$ cat src/rtl/dac_spi_serializer.sv
// Per-channel serializer for an AD5662-class DAC: 24-bit frame {6'b0, PD, word}, MSB first.
// Optional DAC_SPI_PENDING_EN adds a one-entry start queue that is used while a frame or gap is active.
module dac_spi_serializer #(
  parameter int         HALF_PERIOD = 1,
  parameter int         GAP_CYCLES  = 2,
  parameter logic [1:0] PD_MODE     = 2'b00
) (
  input  logic        dataclk,
  input  logic        reset,
  input  logic        SPI_start,
  input  logic        DAC_en,
  input  logic [15:0] DAC_word,
  output logic        DAC_SYNC,
  output logic        DAC_SCLK,
  output logic        DAC_DIN,
  output logic        busy,
  output logic        done
);

  typedef enum logic [1:0] {IDLE, SHIFT, GAP} state_t;

  localparam logic [7:0] HP_LAST  = 8'(HALF_PERIOD - 1);
  localparam logic [7:0] GAP_LAST = 8'(GAP_CYCLES - 1);

  state_t      state, state_n;
  logic [23:0] sreg, sreg_n;
  logic [7:0]  hcnt, hcnt_n;
  logic [4:0]  bcnt, bcnt_n;
  logic [7:0]  gcnt, gcnt_n;
  logic        sync_n, sclk_n, din_n, done_n;
  logic        pend_vld;
  logic [15:0] pend_word;
  logic        start_en;
  logic [15:0] load_word;
  logic [23:0] frame;

  assign busy      = (state != IDLE);
  assign start_en  = SPI_start & DAC_en;
  // A live start is newer than anything queued, so it takes precedence.
  assign load_word = start_en ? DAC_word : pend_word;
  assign frame     = {6'b0, PD_MODE, load_word};

`ifdef DAC_SPI_PENDING_EN
  always_ff @(posedge dataclk) begin
    if (!reset) begin
      pend_vld  <= 1'b0;
      pend_word <= 16'h0;
    end else if (busy && SPI_start) begin
      pend_vld  <= DAC_en;
      if (DAC_en) pend_word <= DAC_word;
    end else if (state == IDLE) begin
      pend_vld  <= 1'b0;
    end
  end
`else
  assign pend_vld  = 1'b0;
  assign pend_word = 16'h0;
`endif

  always_ff @(posedge dataclk) begin
    if (!reset) begin
      state    <= IDLE;
      sreg     <= 24'h0;
      hcnt     <= 8'h0;
      bcnt     <= 5'h0;
      gcnt     <= 8'h0;
      DAC_SYNC <= 1'b1;
      DAC_SCLK <= 1'b1;
      DAC_DIN  <= 1'b0;
      done     <= 1'b0;
    end else begin
      state    <= state_n;
      sreg     <= sreg_n;
      hcnt     <= hcnt_n;
      bcnt     <= bcnt_n;
      gcnt     <= gcnt_n;
      DAC_SYNC <= sync_n;
      DAC_SCLK <= sclk_n;
      DAC_DIN  <= din_n;
      done     <= done_n;
    end
  end

  always_comb begin
    state_n = state;
    sreg_n  = sreg;
    hcnt_n  = hcnt;
    bcnt_n  = bcnt;
    gcnt_n  = gcnt;
    sync_n  = DAC_SYNC;
    sclk_n  = DAC_SCLK;
    din_n   = DAC_DIN;
    done_n  = 1'b0;
    case (state)
      IDLE: begin
        if (start_en || pend_vld) begin
          sreg_n  = frame;
          din_n   = frame[23];
          sync_n  = 1'b0;
          sclk_n  = 1'b1;
          hcnt_n  = 8'h0;
          bcnt_n  = 5'h0;
          state_n = SHIFT;
        end else if (SPI_start) begin
          done_n  = 1'b1;
        end
      end
      SHIFT: begin
        if (hcnt == HP_LAST) begin
          hcnt_n = 8'h0;
          if (DAC_SCLK) begin
            sclk_n = 1'b0;
          end else if (bcnt == 5'd23) begin
            sync_n  = 1'b1;
            sclk_n  = 1'b1;
            din_n   = 1'b0;
            done_n  = 1'b1;
            gcnt_n  = 8'h0;
            state_n = GAP;
          end else begin
            // New bit is presented together with the SCLK rise.
            bcnt_n = bcnt + 5'd1;
            sreg_n = {sreg[22:0], 1'b0};
            din_n  = sreg[22];
            sclk_n = 1'b1;
          end
        end else begin
          hcnt_n = hcnt + 8'd1;
        end
      end
      GAP: begin
        if (gcnt == GAP_LAST) state_n = IDLE;
        else                  gcnt_n  = gcnt + 8'd1;
      end
      default: state_n = IDLE;
    endcase
  end

endmodule

$ cat config.mk
export PLATFORM = sky130hd
export DESIGN_NAME = dac_spi_serializer
export DESIGN_NICKNAME = d
export VERILOG_FILES = /design/src/rtl/dac_spi_serializer.sv
export SDC_FILE = /design/constraint.sdc
export NUM_CORES = 1
export LEC_CHECK = 0
export CAP_MARGIN = 20
export CORE_MARGIN = 1.5
export CORE_UTILIZATION = 60
export CTS_CLUSTER_SIZE = 8
export DETAILED_ROUTE_END_ITERATION = 8
export PLACE_DENSITY_LB_ADDON = 0.3
export SLEW_MARGIN = 0
export SYNTH_ARGS = -nofsm -noshare
export SYNTH_HDL_FRONTEND = slang
export SYNTH_SLANG_ARGS = --single-unit
$ cat constraint.sdc
create_clock -name dataclk -period 3.6 [get_ports dataclk]
set_input_delay 0.72 -clock dataclk [delete_from_list [all_inputs] [get_ports dataclk]]
set_output_delay 0.72 -clock dataclk [all_outputs]
set_load 0.01 [all_outputs]
==> results of run 1 <==
cells in the mapped netlist, types with 2 or more instances:
library cell / n / area share [%]
and3_1: 4 / 0.96
buf_6: 4 / 1.7
clkbuf_8: 3 / 1.6
ha_1: 5 / 2.4
nand2b_1: 4 / 0.96
nor2b_1: 4 / 0.96
nor2_1: 8 / 1.2
o21ai_0: 29 / 5.6
a21boi_2: 7 / 3.0
clkbuf_1: 6 / 0.86
a31oi_1: 10 / 2.4
inv_1: 8 / 1.2
o211a_1: 15 / 5.8
nand3b_1: 3 / 0.86
buf_2: 5 / 0.96
a21boi_1: 2 / 0.58
o22ai_1: 2 / 0.48
nand2_1: 29 / 4.2
a21boi_0: 3 / 0.86
nand4_1: 3 / 0.72
dfxtp_1: 50 / 38
nor3b_1: 3 / 0.86
o21a_1: 2 / 0.58
nand3_1: 19 / 3.7
o311ai_0: 2 / 0.67
nor3_1: 4 / 0.77
mux2i_1: 17 / 6.5
a21oi_1: 10 / 1.9
power groups by stage:
stage	logic [mW]	registers (mW)	clock network [mW]
2_1_floorplan	0.0851	0.592	0
3_3_place_gp	0.116	0.594	0
3_5_place_dp	0.118	0.596	0
4_1_cts	0.119	0.583	0.338
5_1_grt	0.131	0.585	0.364
6_report	0.119	0.583	0.333
critical path: cells and delay by family, from the launching register on:
kind / cells / cell delay (ns)
and+or+nand+nor: 1 / 0.13
buffers and inverters: 2 / 0.61
DFF: 1 / 0.53
worst max path at each step:
stage	end	slack, ns	depth (start not counted)
floorplan	hcnt[5]	1.93	5
global placement	hcnt[3]	1.25	5
detailed placement	hcnt[3]	1.21	5
CTS	busy	1.30	3
global route	busy	1.21	3
finish	busy	1.31	3
registers in the layout, summed over array words and instances, names as in the netlist:
name and count:
state 2, done 1, DAC_SYNC 1, hcnt 8, bcnt 5, DAC_SCLK 1, DAC_DIN 1, gcnt 8
sreg 23
cell families (layout without fill, tap and decap cells):
family / count (synthesis) / in the layout / synth area share (%)
flops: 50 / 50 / 38.4
xor+xnor: 1 / 1 / 0.336
buf+inv: 28 / 42 / 6.78
compound gates: 91 / 91 / 25.2
simple gates: 95 / 95 / 20.3
fa+ha+maj: 5 / 5 / 2.40
mux: 17 / 17 / 6.54
per-layer routing:
metal | part of all wire (%) | wire length, µm | GRT usage, %
met4 | 1.6 | 82 | 6.86
met5 | 0 | 0 | 0
met1 | 46 | 2320 | 29.4
met3 | 5.1 | 256 | 7.14
met2 | 47 | 2390 | 37.4
stage by stage:
stage	cell area [µm²]	util [%]
after CTS	2870	70.1
after floorplan	2600	-
final	2870	70.1
after global placement	2780	67.9
after global routing	2870	70.1
after detailed placement	2780	67.9
layout make-up:
class                      count  area [µm²]
inverter                       8        30.0
clock inverter                 1        5.00
clock buffer                   7        86.3
sequential                    50        1000
multi-input combinational    209        1430
timing repair buffer          26         255
fill                         319        1220
tap                           50        62.6
==> flow_summary.yaml, run 1 <==
drt:
  vias_per_cell: 6.14
  post-route-drc-count: 0
  wl_per_cell_um: 14.4
  vias: 2156
  ant_nets: 0
  drt_iter0_markers: 124
  drt-pass1-iter-count: 5
  wl_um: 5050
final_layout:
  syn_to_final_growth_pct: 10.1
  final_cell_mix: "dfxtp_1 (50), o21ai_0 (29), nand2_1 (29), clkdlybuf4s50_1 (24), nand3_1 (19)"
  diodes: 0
  finalNetCount: 325
  drive_gt1_share_pct: 8.64
  layout_commonest_cell: "dfxtp_1"
  fin_cells: 351
clock_network:
  cts_buffer_depth: 2
  cts_sinks: 50
  clock-root-buffer: "clkbuf_8"
  post_cts_buffers: 0
  clk-insertion-delay-late_ns: 0.30
  cts_made_buffers: 5
  cts-htree-levels: 2
  post_cts_resized: 0
  clkSlewWorstSetupHoldPaths_ns: 0.09
  cts_hold_buf: 0
  cts_tree: "built"
synthesis:
  yosysUniqueCellTypes: 54
  syn_avg_cell_area_um2: 9.07
  yosysSeqAreaShare_pct: 38.4
  syn_inst: 287
  synthFlopType: "dfxtp_1"
  synth_nets: 312
  async_flop_share_pct: 0
  yosys_warnings: 0
  ys_ff_latch: 50
  synth-edff-count: 0
  syn_area_um2: 2600
sta:
  rsz0062_at_grt: "false"
  slew_headroom_pct: 62.0
  finalCritPeriodShare_pct: 63.5
  skew_ns: 0.00447
  max_freq_ghz: 0.438
  slew_viol_final: 0
  fin_hold_ws_ns: 0.469
  worstMarginPinSlew_ns: 0.569
  setup_viol: 0
  final.setup.tns_ns: 0
  hold_viol: 0
  finalCriticalPeriod_ns: 2.29
  setup_ws_ns: 1.31
min_path:
  hold_depth: 2
  hold_path.class: "reg -> reg"
  worstHoldStart: "sreg[21]"
  hold-path-endpoint: "sreg[22]"
placed_design:
  place_hpwl_um: 3350
  io_buffers: 24
  place.gp.congestion: 0.850
  preCtsSetupSlack_ns: 1.21
  placed_cells: 343
power_and_ir_drop:
  p_int_mw: 0.787
  p_comb_share_pct: 11.5
  power.density_nw_per_um2: 361
  p_total_mw: 1.03
  power_frac_seq_pct: 56.3
  ir_drop_mv: 0.345
  p_clk_share_pct: 32.1
  p_sw_mw: 0.248
  switching_share_pct: 24.0
  p_leak_nw: 1.23
setup_path:
  required_ns: 2.88
  criticalPathCategory: "reg -> out"
  rrSetupSlack_ns: 1.48
  r2r-start: "hcnt[0]"
  slowest_stage: "dfxtp_1"
  slowest_delay_ns: 0.53
  rr_endpoint: "bcnt[2]"
  arrival_ns: 1.57
  end_kind: "output pin"
  cp-startpoint: "state[1]"
  crit_fanout: 11
  setup.worst_path.start_class: "flop"
  rr_worst_depth: 6
  path_cells: "nor2_1 > inv_1 > clkdlybuf4s50_1"
floorplanning:
  num_io_pins: 25
  die_h_um: 68.9
  rows: 23
  fp.coreArea_um2: 4090
  initial_core_util_pct: 63.7
  fp.dieW_um: 68.9
  die-area_um2: 4740
run_status:
  outcome: "finished, final reports clean"
grt:
  grt_antenna_before_repair: 0
  grt_pass1_wl_um: 8120
  grt_max_degree: 54
  track_usage_pct: 23.0
  grt_pass1_vias: 1834
  overflow: 0
job:
  maxCapViolCount: 0
Power figures use the tool's default switching activity.
==> run 2, diff against run 1 <==
CORE_UTILIZATION = 51   (was 60)
clock period = 2.05 ns   (was 3.6 ns; I/O delays follow)
==> flow_summary.yaml, run 2 (same netlist as run 1, synthesis figures left out) <==
final_layout:
  final_cell_mix: "dfxtp_1 (50), o21ai_0 (29), nand2_1 (29), clkdlybuf4s50_1 (24), nand3_1 (19)"
  syn_to_final_growth_pct: 13.9
  top_regs: "sreg (23), gcnt (8), hcnt (8)"
  multiInputGateArea_um2: 1430
  fin_cells: 376
  fillers: 444
  postLayoutCellArea_um2: 2970
  top_register: "sreg"
  diodes: 0
  drive_gt1_share_pct: 11.3
  largest_reg_flops: 23
  final-seq-area_um2: 1000
  final_core_util_pct: 61.6
  finalNetCount: 335
  layout_commonest_cell: "dfxtp_1"
drt:
  wl_met3_um: 250
  ant_nets: 0
  vias_per_cell: 5.84
  wl_per_cell_um: 13.7
  wl_um: 5170
  route.met2.wl_um: 2500
  vias: 2197
  top_layer: "met4"
  post-route-drc-count: 0
  drt_iter0_markers: 151
  drt-pass1-iter-count: 4
  m1WireLength_um: 2350
placed_design:
  placed_cells: 370
  place_hpwl_um: 3630
  preCtsSetupSlack_ns: 0.159
  place.gp.congestion: 0.868
  dpl-instance-area_um2: 2880
  io_buffers: 24
sta:
  skew_ns: 0.00601
  max_freq_ghz: 0.507
  finalCriticalPeriod_ns: 1.97
  worstMarginPinSlew_ns: 0.455
  setup_viol: 0
  final.setup.tns_ns: 0
  fin_hold_ws_ns: 0.470
  slew_headroom_pct: 69.5
  slew_viol_final: 0
  hold_viol: 0
  setup_ws_ns: 0.0764
  rsz0062_at_grt: "false"
  finalCritPeriodShare_pct: 96.3
clock_network:
  post_cts_resized: 0
  cts_hold_buf: 0
  cts-htree-levels: 2
  cts_sinks: 50
  clk-insertion-delay-late_ns: 0.30
  cts_made_buffers: 5
  clkSlewWorstSetupHoldPaths_ns: 0.08
  cts_tree: "built"
  cts_buffer_depth: 2
  post_cts_buffers: 0
  clock-root-buffer: "clkbuf_8"
floorplanning:
  fp.dieW_um: 74.5
  initial_core_util_pct: 54.1
  die-area_um2: 5540
  die_h_um: 74.5
  num_io_pins: 25
  fp.coreArea_um2: 4820
  rows: 25
grt:
  grt_antenna_before_repair: 0
  grt_pass1_vias: 1984
  grt_max_degree: 39
  overflow: 0
  grt_pass1_wl_um: 8670
  track_usage_pct: 20.3
setup_path:
  path_delay_family: "buffers and inverters"
  criticalPathCategory: "reg -> out"
  crit_buf_inv: 2
  arrival_ns: 1.56
  required_ns: 1.64
  setup.worst_path.start_class: "flop"
  end_kind: "output pin"
  path_cells: "nor2_1 > inv_1 > clkdlybuf4s50_1"
  slowest_stage: "clkdlybuf4s50_1"
  slowest_delay_ns: 0.53
  crit_fanout: 11
power_and_ir_drop:
  p_total_mw: 1.82
  ir_drop_mv: 0.438
  p_leak_nw: 1.28
  power.density_nw_per_um2: 612
job:
  maxCapViolCount: 0
min_path:
  hold_path.class: "reg -> reg"
run_status:
  outcome: "finished, final reports clean"
-- run 2: cell type report --
type	instances	area share, %
inverter	8	1.01
timing repair buffer	36	11.6
sequential	50	33.7
clock buffer	6	2.78
tap	67	2.83
multi-input combinational	209	48.1
-- run 2: power breakdown --
part           internal [mW]  total (mW)  switching (mW)
clock network          0.261       0.565           0.305
logic                  0.121       0.227           0.106
registers               1.00        1.02          0.0206
total                   1.38        1.82           0.431
-- run 2: worst paths after layout --
kind	start	endpoint	slack, ns	depth (start not counted)
worst max register to register	hcnt[0]	gcnt[2]	0.24	6
worst min-delay path	sreg[21]	sreg[22]	0.47	2
worst max-delay path	state[1]	busy	0.08	3
worst min register to register	sreg[21]	sreg[22]	0.47	2
-- run 2: worst min-delay path: stages, from the launching register on --
cell      delay, ns
dfxtp_1        0.32
nand2_1        0.07
a21boi_2       0.05
-- run 2: metal layers --
| layer | track usage (%) | vias to the layer above |
|---|---|---|
| li1 | - | 1094 |
| met1 | 24.3 | 1051 |
| met2 | 36.0 | 47 |
| met3 | 4.47 | 5 |
| met4 | 6.67 | 0 |
| met5 | 0 | - |
